==> src/rtl/vga_timing_gen.sv <==
// Parametrised raster timing generator with pixel clock-enable and registered, position-aligned outputs.
// Optional frame counter enabled by defining VGA_TIMING_FRAMECNT_EN.
module vga_timing_gen #(
    parameter int CLK_DIV   = 2,
    parameter int CNT_W     = 10,
    parameter int H_VISIBLE = 640,
    parameter int H_FRONT   = 16,
    parameter int H_SYNC    = 96,
    parameter int H_BACK    = 48,
    parameter int V_VISIBLE = 480,
    parameter int V_FRONT   = 10,
    parameter int V_SYNC    = 2,
    parameter int V_BACK    = 33,
    parameter bit HSYNC_POL = 1'b0,
    parameter bit VSYNC_POL = 1'b0,
    parameter int FRAME_W   = 8
) (
    input  logic               clk,
    input  logic               reset,
    input  logic               run,
    output logic               pix_tick,
    output logic               hsync,
    output logic               vsync,
    output logic               bright,
    output logic [CNT_W-1:0]   hcount,
    output logic [CNT_W-1:0]   vcount,
    output logic               line_start,
    output logic               frame_start,
    output logic [FRAME_W-1:0] frame_count
);

    localparam int unsigned H_TOTAL  = H_VISIBLE + H_FRONT + H_SYNC + H_BACK;
    localparam int unsigned V_TOTAL  = V_VISIBLE + V_FRONT + V_SYNC + V_BACK;
    localparam int unsigned HS_START = H_VISIBLE + H_FRONT;
    localparam int unsigned HS_END   = HS_START + H_SYNC;
    localparam int unsigned VS_START = V_VISIBLE + V_FRONT;
    localparam int unsigned VS_END   = VS_START + V_SYNC;
    localparam int unsigned H_VIS    = H_VISIBLE;
    localparam int unsigned V_VIS    = V_VISIBLE;

    localparam logic [CNT_W-1:0] H_LAST = CNT_W'(H_TOTAL - 1);
    localparam logic [CNT_W-1:0] V_LAST = CNT_W'(V_TOTAL - 1);

    localparam int DIV_W = (CLK_DIV > 1) ? $clog2(CLK_DIV) : 1;
    localparam logic [DIV_W-1:0] DIV_LAST = DIV_W'(CLK_DIV - 1);

    logic [DIV_W-1:0] div;
    logic             adv;
    logic             h_wrap;
    logic             v_wrap;
    logic [CNT_W-1:0] h_nxt;
    logic [CNT_W-1:0] v_nxt;
    logic             hs_act;
    logic             vs_act;
    logic             bright_nxt;

    always_ff @(posedge clk or posedge reset) begin
        if (reset) begin
            div      <= '0;
            pix_tick <= 1'b0;
        end else begin
            pix_tick <= run && (div == DIV_LAST);
            if (run) begin
                div <= (div == DIV_LAST) ? '0 : div + 1'b1;
            end
        end
    end

    assign adv = run && pix_tick;

    // Decode from the next position so outputs land in step with the counts
    always_comb begin
        h_wrap     = (hcount == H_LAST);
        v_wrap     = (vcount == V_LAST);
        h_nxt      = h_wrap ? '0 : hcount + 1'b1;
        v_nxt      = vcount;
        if (h_wrap) begin
            v_nxt = v_wrap ? '0 : vcount + 1'b1;
        end
        hs_act     = (32'(h_nxt) >= HS_START) && (32'(h_nxt) < HS_END);
        vs_act     = (32'(v_nxt) >= VS_START) && (32'(v_nxt) < VS_END);
        bright_nxt = (32'(h_nxt) < H_VIS) && (32'(v_nxt) < V_VIS);
    end

    always_ff @(posedge clk or posedge reset) begin
        if (reset) begin
            hcount      <= '0;
            vcount      <= '0;
            hsync       <= ~HSYNC_POL;
            vsync       <= ~VSYNC_POL;
            bright      <= 1'b1;
            line_start  <= 1'b1;
            frame_start <= 1'b1;
        end else if (adv) begin
            hcount      <= h_nxt;
            vcount      <= v_nxt;
            hsync       <= hs_act ? HSYNC_POL : ~HSYNC_POL;
            vsync       <= vs_act ? VSYNC_POL : ~VSYNC_POL;
            bright      <= bright_nxt;
            line_start  <= (h_nxt == '0);
            frame_start <= (h_nxt == '0) && (v_nxt == '0);
        end
    end

`ifdef VGA_TIMING_FRAMECNT_EN
    always_ff @(posedge clk or posedge reset) begin
        if (reset) begin
            frame_count <= '0;
        end else if (adv && h_wrap && v_wrap) begin
            frame_count <= frame_count + 1'b1;
        end
    end
`else
    assign frame_count = '0;
`endif

endmodule
==> config.mk <==
export PLATFORM = sky130hd
export DESIGN_NAME = vga_timing_gen
export DESIGN_NICKNAME = d
export VERILOG_FILES = /design/src/rtl/vga_timing_gen.sv
export SDC_FILE = /design/constraint.sdc
export NUM_CORES = 1
export LEC_CHECK = 0
export ABC_AREA = 1
export ABC_CLOCK_PERIOD_IN_PS = 3100
export BUFFER_PORTS_ARGS = -buffer_cell sky130_fd_sc_hd__buf_2
export CAP_MARGIN = 5
export CORE_UTILIZATION = 45
export DETAILED_ROUTE_END_ITERATION = 10
export PLACE_DENSITY_LB_ADDON = 0.08
export SLEW_MARGIN = 0
export SYNTH_ARGS = -nofsm -noshare
export SYNTH_HDL_FRONTEND = slang
export SYNTH_SLANG_ARGS = --single-unit
==> constraint.sdc <==
create_clock -name clk -period 3.1 [get_ports clk]
set_input_delay 0.155 -clock clk [delete_from_list [all_inputs] [get_ports clk]]
set_output_delay 0.155 -clock clk [all_outputs]
set_load 0.01 [all_outputs]
; Yosys cells after proc, flatten, opt, wreduce, memory -nomap -nowiden
; Cells that the tools add are included.
[totals]
reg_bits = 27
input_bits = 3
output_inout_bits = 34
[classes]
n_addsub = 3
n_lt_le_gt_ge = 6
eq_ne = 2
mux = 6
n_reduce_logical = 8
[ops]
columns = cell, count
row1 = 10-bit two-way mux, 3
row2 = "10-bit by 1-bit adder with 10-bit output, second input constant", 2
row3 = "10-bit equality test, second input constant", 2
row4 = 10-bit logical NOT, 2
row5 = "10-bit < comparator, second input constant", 2
row6 = "10-bit by 9-bit < comparator with 1-bit output, second input constant", 2
row7 = "10-bit greater-or-equal comparator, second input constant", 1
row8 = "10-bit by 9-bit greater-or-equal comparator with 1-bit output, second input constant", 1
row9 = 1-bit logical AND, 6
row10 = 1-bit two-way mux, 3
row11 = "1-bit adder, second input constant", 1

; Logic depth before layout (Yosys ltp)
[depth]
depth_word = 6
mapped_depth = 13
ltp_nobuf = 13

; Least setup slack after synthesis
; Ideal clock, no wire load.
[synth_path]
path_type = register -> register
start = register hcount[1]
end = register vsync
arrival_time_ps = 1563
slack_ps = 1461
stages_incl_launch_ff = 12
path_buffers = 1
path_cell_list = dfrtp_1 -> ha_1 -> nand2_2 -> nor2_4 -> nand4_2 -> buf_6 -> nor2_1 -> nor2_2 -> nor2_1 -> nand3_1 -> nor2_1 -> nor2_1
[synth_between]
elab_chain_cells = 5
elab_cells_between_ends = 6
cone_classes = order compare (2) / eq/ne (1) / mux (2) / reduce/logical (1)
[synth_rtl]
columns = item, line_no
row1 = start: declaration, 25  ; output logic [CNT_W-1:0] hcount,
row2 = start signal: assignment, 95  ; hcount <= h_nxt;
row3 = 10-bit equality test (*), 73  ; h_wrap = (hcount == H_LAST);
row4 = 10-bit two-way mux (*), 77  ; if (h_wrap) begin
row5 = 10-bit by 9-bit greater-or-equal comparator with 1-bit output / 10-bit by 9-bit < comparator with 1-bit output (equally long branches), 81  ; vs_act = (32'(v_nxt) >= VS_START) && (32'(v_nxt) < VS_END);
row6 = 1-bit logical AND (*), 81
row7 = 1-bit two-way mux (*), 98  ; vsync <= vs_act ? VSYNC_POL : ~VSYNC_POL;
row8 = end signal: assignment, 90  ; vsync <= ~VSYNC_POL;
row9 = end signal: assignment, 98
row10 = end: declaration, 23  ; output logic vsync,
; Every way passes the cells marked *; elsewhere a longest branch is shown, timed or not.
; A chain may end at the register's enable or synchronous reset.

; Worst setup path in the final report
; Ends and elaborated chain as after synthesis.

==> key figures <==
Outcome
  – Outcome: finished, final reports clean

Finish
  – Final cell count without fillers: 383
  – Ratio of cells with drive above 1 in the final layout: 15.6%
  – Ant diodes: 0
  – Nets@finish: 340
  – Area Growth Syn to Fin: 9.25%
  – Fin area: 2190 um^2

STA
  – RSZ-0062 raised after global routing: false
  – Post-route setup TNS: 0 ps
  – Count of final setup violators: 0
  – Final period utilization: 62.7%
  – Slew margin rel.: 30.6%
  – Setup Skew: 1.48 ps
  – Slew Viols, Final: 0
  – Fmax: 515 MHz
  – Post-route setup slack: 1160 ps
  – Endpoints failing hold: 0
  – Fin crit period: 1940 ps
  – Worst-Margin Slew: 1040 ps

Drt
  – Final wirelength: 4860 um
  – Antenna viol nets, final: 0
  – DRC errors left: 0
  – Drt wl/cell: 12.7 um
  – Via density: 5.03
  – Pre-antenna DRT Iters: 4
  – Vias post-DR: 1,925
  – Initial drt markers: 160

Critical path
  – Worst Setup Start Kind: flop
  – Top Family by Delay on Critical Path: simple AND/OR/NAND/NOR gates
  – CP required: 3310 ps
  – Depth of the worst register-to-register path: 11
  – Critical path type: reg -> reg
  – Crit path to: vsync$_DFFE_PP1P_
  – Critical Path Sink Type: flop
  – CP Data Arrival Time: 2160 ps
  – CP max FO: 12
  – WP buf/inv: 1
  – Worst reg2reg endpoint: vsync$_DFFE_PP1P_
  – Delay of the slowest critical-path stage: 420 ps
  – Worst R2R Start: hcount[1]$_DFFE_PP0P_
  – Setup slack, reg-to-reg: 1160 ps
  – Crit. path cell count: 11
  – CP Cell Sequence: ha_1 -> nand2_2 -> nor2_4 -> nand4_2 -> nand2_1 -> inv_1 -> nor2_1 -> nor2_1 -> nand3_1 -> nor2_1 -> nor2_1
  – Slowest cell on the critical path: dfrtp_1
  – CP dominant cell by count: nor2_1
  – Crit path launch: hcount[1]$_DFFE_PP0P_

Power and ir drop
  – Combinational group share of total power: 31.8%
  – Sw power: 401 uW
  – Total Power: 1010 uW
  – Maximum vdd drop: 0.226 mV
  – Pint: 611 uW
  – Leakage power: 0.00114 uW
  – Seq pwr share: 47.4%
  – Clk pwr share: 20.8%
  – Net Sw Frac: 39.6%
  – Power Density: 463 nW/um^2

Clocking
  – Reg clk slew, reported paths: 100 ps
  – H-Tree Depth: 1
  – CTS Buffer Depth: 2
  – Hold-fix buffers, CTS: 0
  – Clock sinks: 27
  – CTS tree: built
  – CTS root buffer: clkbuf_8
  – Post-CTS Setup Inserts: 0
  – CTS resizes: 0
  – CTS Buf Count: 3
  – Clk Latency, worst-skew pair: 280 ps

Yosys
  – Yosys top cell by area: dfrtp_1
  – EDFF count, synth: 0
  – Async set-reset flop share out of synthesis: 100%
  – Synthesized flop and latch total: 27
  – Register area share after synthesis: 34.1%
  – Most used DFF post-synth: dfrtp_1
  – Largest cells by area after synthesis: dfrtp_1 (28%), nand2_1 (18%), nor2_1 (8.8%), inv_1 (6.8%), nand3_1 (6.8%)
  – Mapped Area: 2000 um^2
  – Area share of the largest cell type after synthesis: 27.5%
  – Avg Cell Area, Syn: 6.50 um^2
  – Syn. warnings: 0
  – Unique masters post-synth: 31
  – Cell count after synthesis: 308

Global route
  – Congestion Overflow GR: 0
  – Initial antenna violation count: 0
  – Vias in the first global route: 1,669
  – First-pass GRT wire length: 8070 um
  – Largest net degree at the start of global routing: 30
  – Overall global routing resource usage: 23.1%

Place
  – PortBufs: 28
  – Placer Congestion: 0.890
  – Dpl cells: 379
  – Dpl hpwl: 3680 um
  – Worst slack, placed: 1180 ps
  – Placement Cell Area: 2140 um^2

Floorplan
  – Number of I/O pins: 37
  – Starting density of the core: 48.3%
  – Die width: 68.7 um
  – Die ar.: 4720 um^2
  – Rows: 23
  – Die height: 68.7 um
  – CORE AREA: 4140 um^2

Worst hold path
  – Worst Hold Class: in -> reg

Job
  – Max cap viols: 0
-- worst min-delay path: stages --
cell and delay, ps:
buf_2 110, nand2_1 50, inv_1 40
-- cells by family (layout without fill, tap and decap cells) --
kind of cell	Yosys count	count (layout)	share of synthesized area, %
compound gates	28	28	7.37
xor+xnor	3	3	1.31
fa+ha+maj	3	3	1.88
buf+inv	52	70	11.7
flops	27	27	34.1
other cells	1	8	0.187
simple gates	194	194	43.4
-- state kept, by name, summed over array words and instances, names as in the netlist --
register / cells
div: 1
frame_start: 1
hcount: 10
hsync: 1
line_start: 1
vsync: 1
pix_tick: 1
vcount: 10
bright: 1
-- cell usage in the layout, fill, tap and decap left out, types with 4 or more instances in the layout --
cell type,n
nand2_1,95
nor2_1,47
inv_1,36
buf_2,28
nand3_1,27
dfrtp_1,22
o21ai_0,20
nand4_1,8
conb_1,8
dfstp_2,5
a21oi_1,4
-- cells in the mapped netlist (4+ instances only) --
master / n
buf_4: 8
nand4_1: 8
nand2_1: 95
clkbuf_1: 4
dfrtp_1: 22
a21oi_1: 4
nor2_1: 47
nand3_1: 27
dfstp_2: 5
inv_1: 36
o21ai_0: 20
-- per-layer routing --
| metal | part of all wire [%] | track usage (%) | routed length [um] |
|---|---|---|---|
| met5 | 0 | 0 | 0 |
| met4 | 0.91 | 6.38 | 44 |
| met3 | 5.5 | 3.29 | 267 |
| met2 | 43 | 32.7 | 2080 |
| met1 | 51 | 35.9 | 2470 |
-- worst min path at each step --
stage / startpoint / endpoint / slack [ps] / depth (start not counted)
6_report: run / pix_tick$_DFF_PP0_ / 110 / 3
2_1_floorplan: reset / div$_DFFE_PP0P_ / 200 / 1
5_1_grt: run / pix_tick$_DFF_PP0_ / 120 / 3
3_3_place_gp: run / pix_tick$_DFF_PP0_ / 400 / 3
4_1_cts: run / pix_tick$_DFF_PP0_ / 110 / 3
3_5_place_dp: run / pix_tick$_DFF_PP0_ / 410 / 3
-- stage by stage --
step	utilization, %	hold slack (ps)
floorplan	-	204
global placement	51.7	401
detailed placement	51.7	411
CTS	52.8	107
global route	52.8	118
finish	52.8	115
-- power by group through the flow --
stage | logic (uW) | registers (uW) | clock network (uW)
6_report | 322 | 480 | 210
5_1_grt | 375 | 493 | 227
4_1_cts | 324 | 480 | 219
3_5_place_dp | 323 | 485 | 0
3_3_place_gp | 324 | 486 | 0
2_1_floorplan | 221 | 488 | 0
-- area by class of cell --
cell class	instances	area, um^2
Inverter	37	139
Timing Repair Buffer	29	148
Clock buffer	4	45.0
Fill cell	445	1960
Sequential cell	27	682
Multi-Input combinational cell	236	1110
Tap cell	50	62.6
Power figures use the tool's default switching activity.
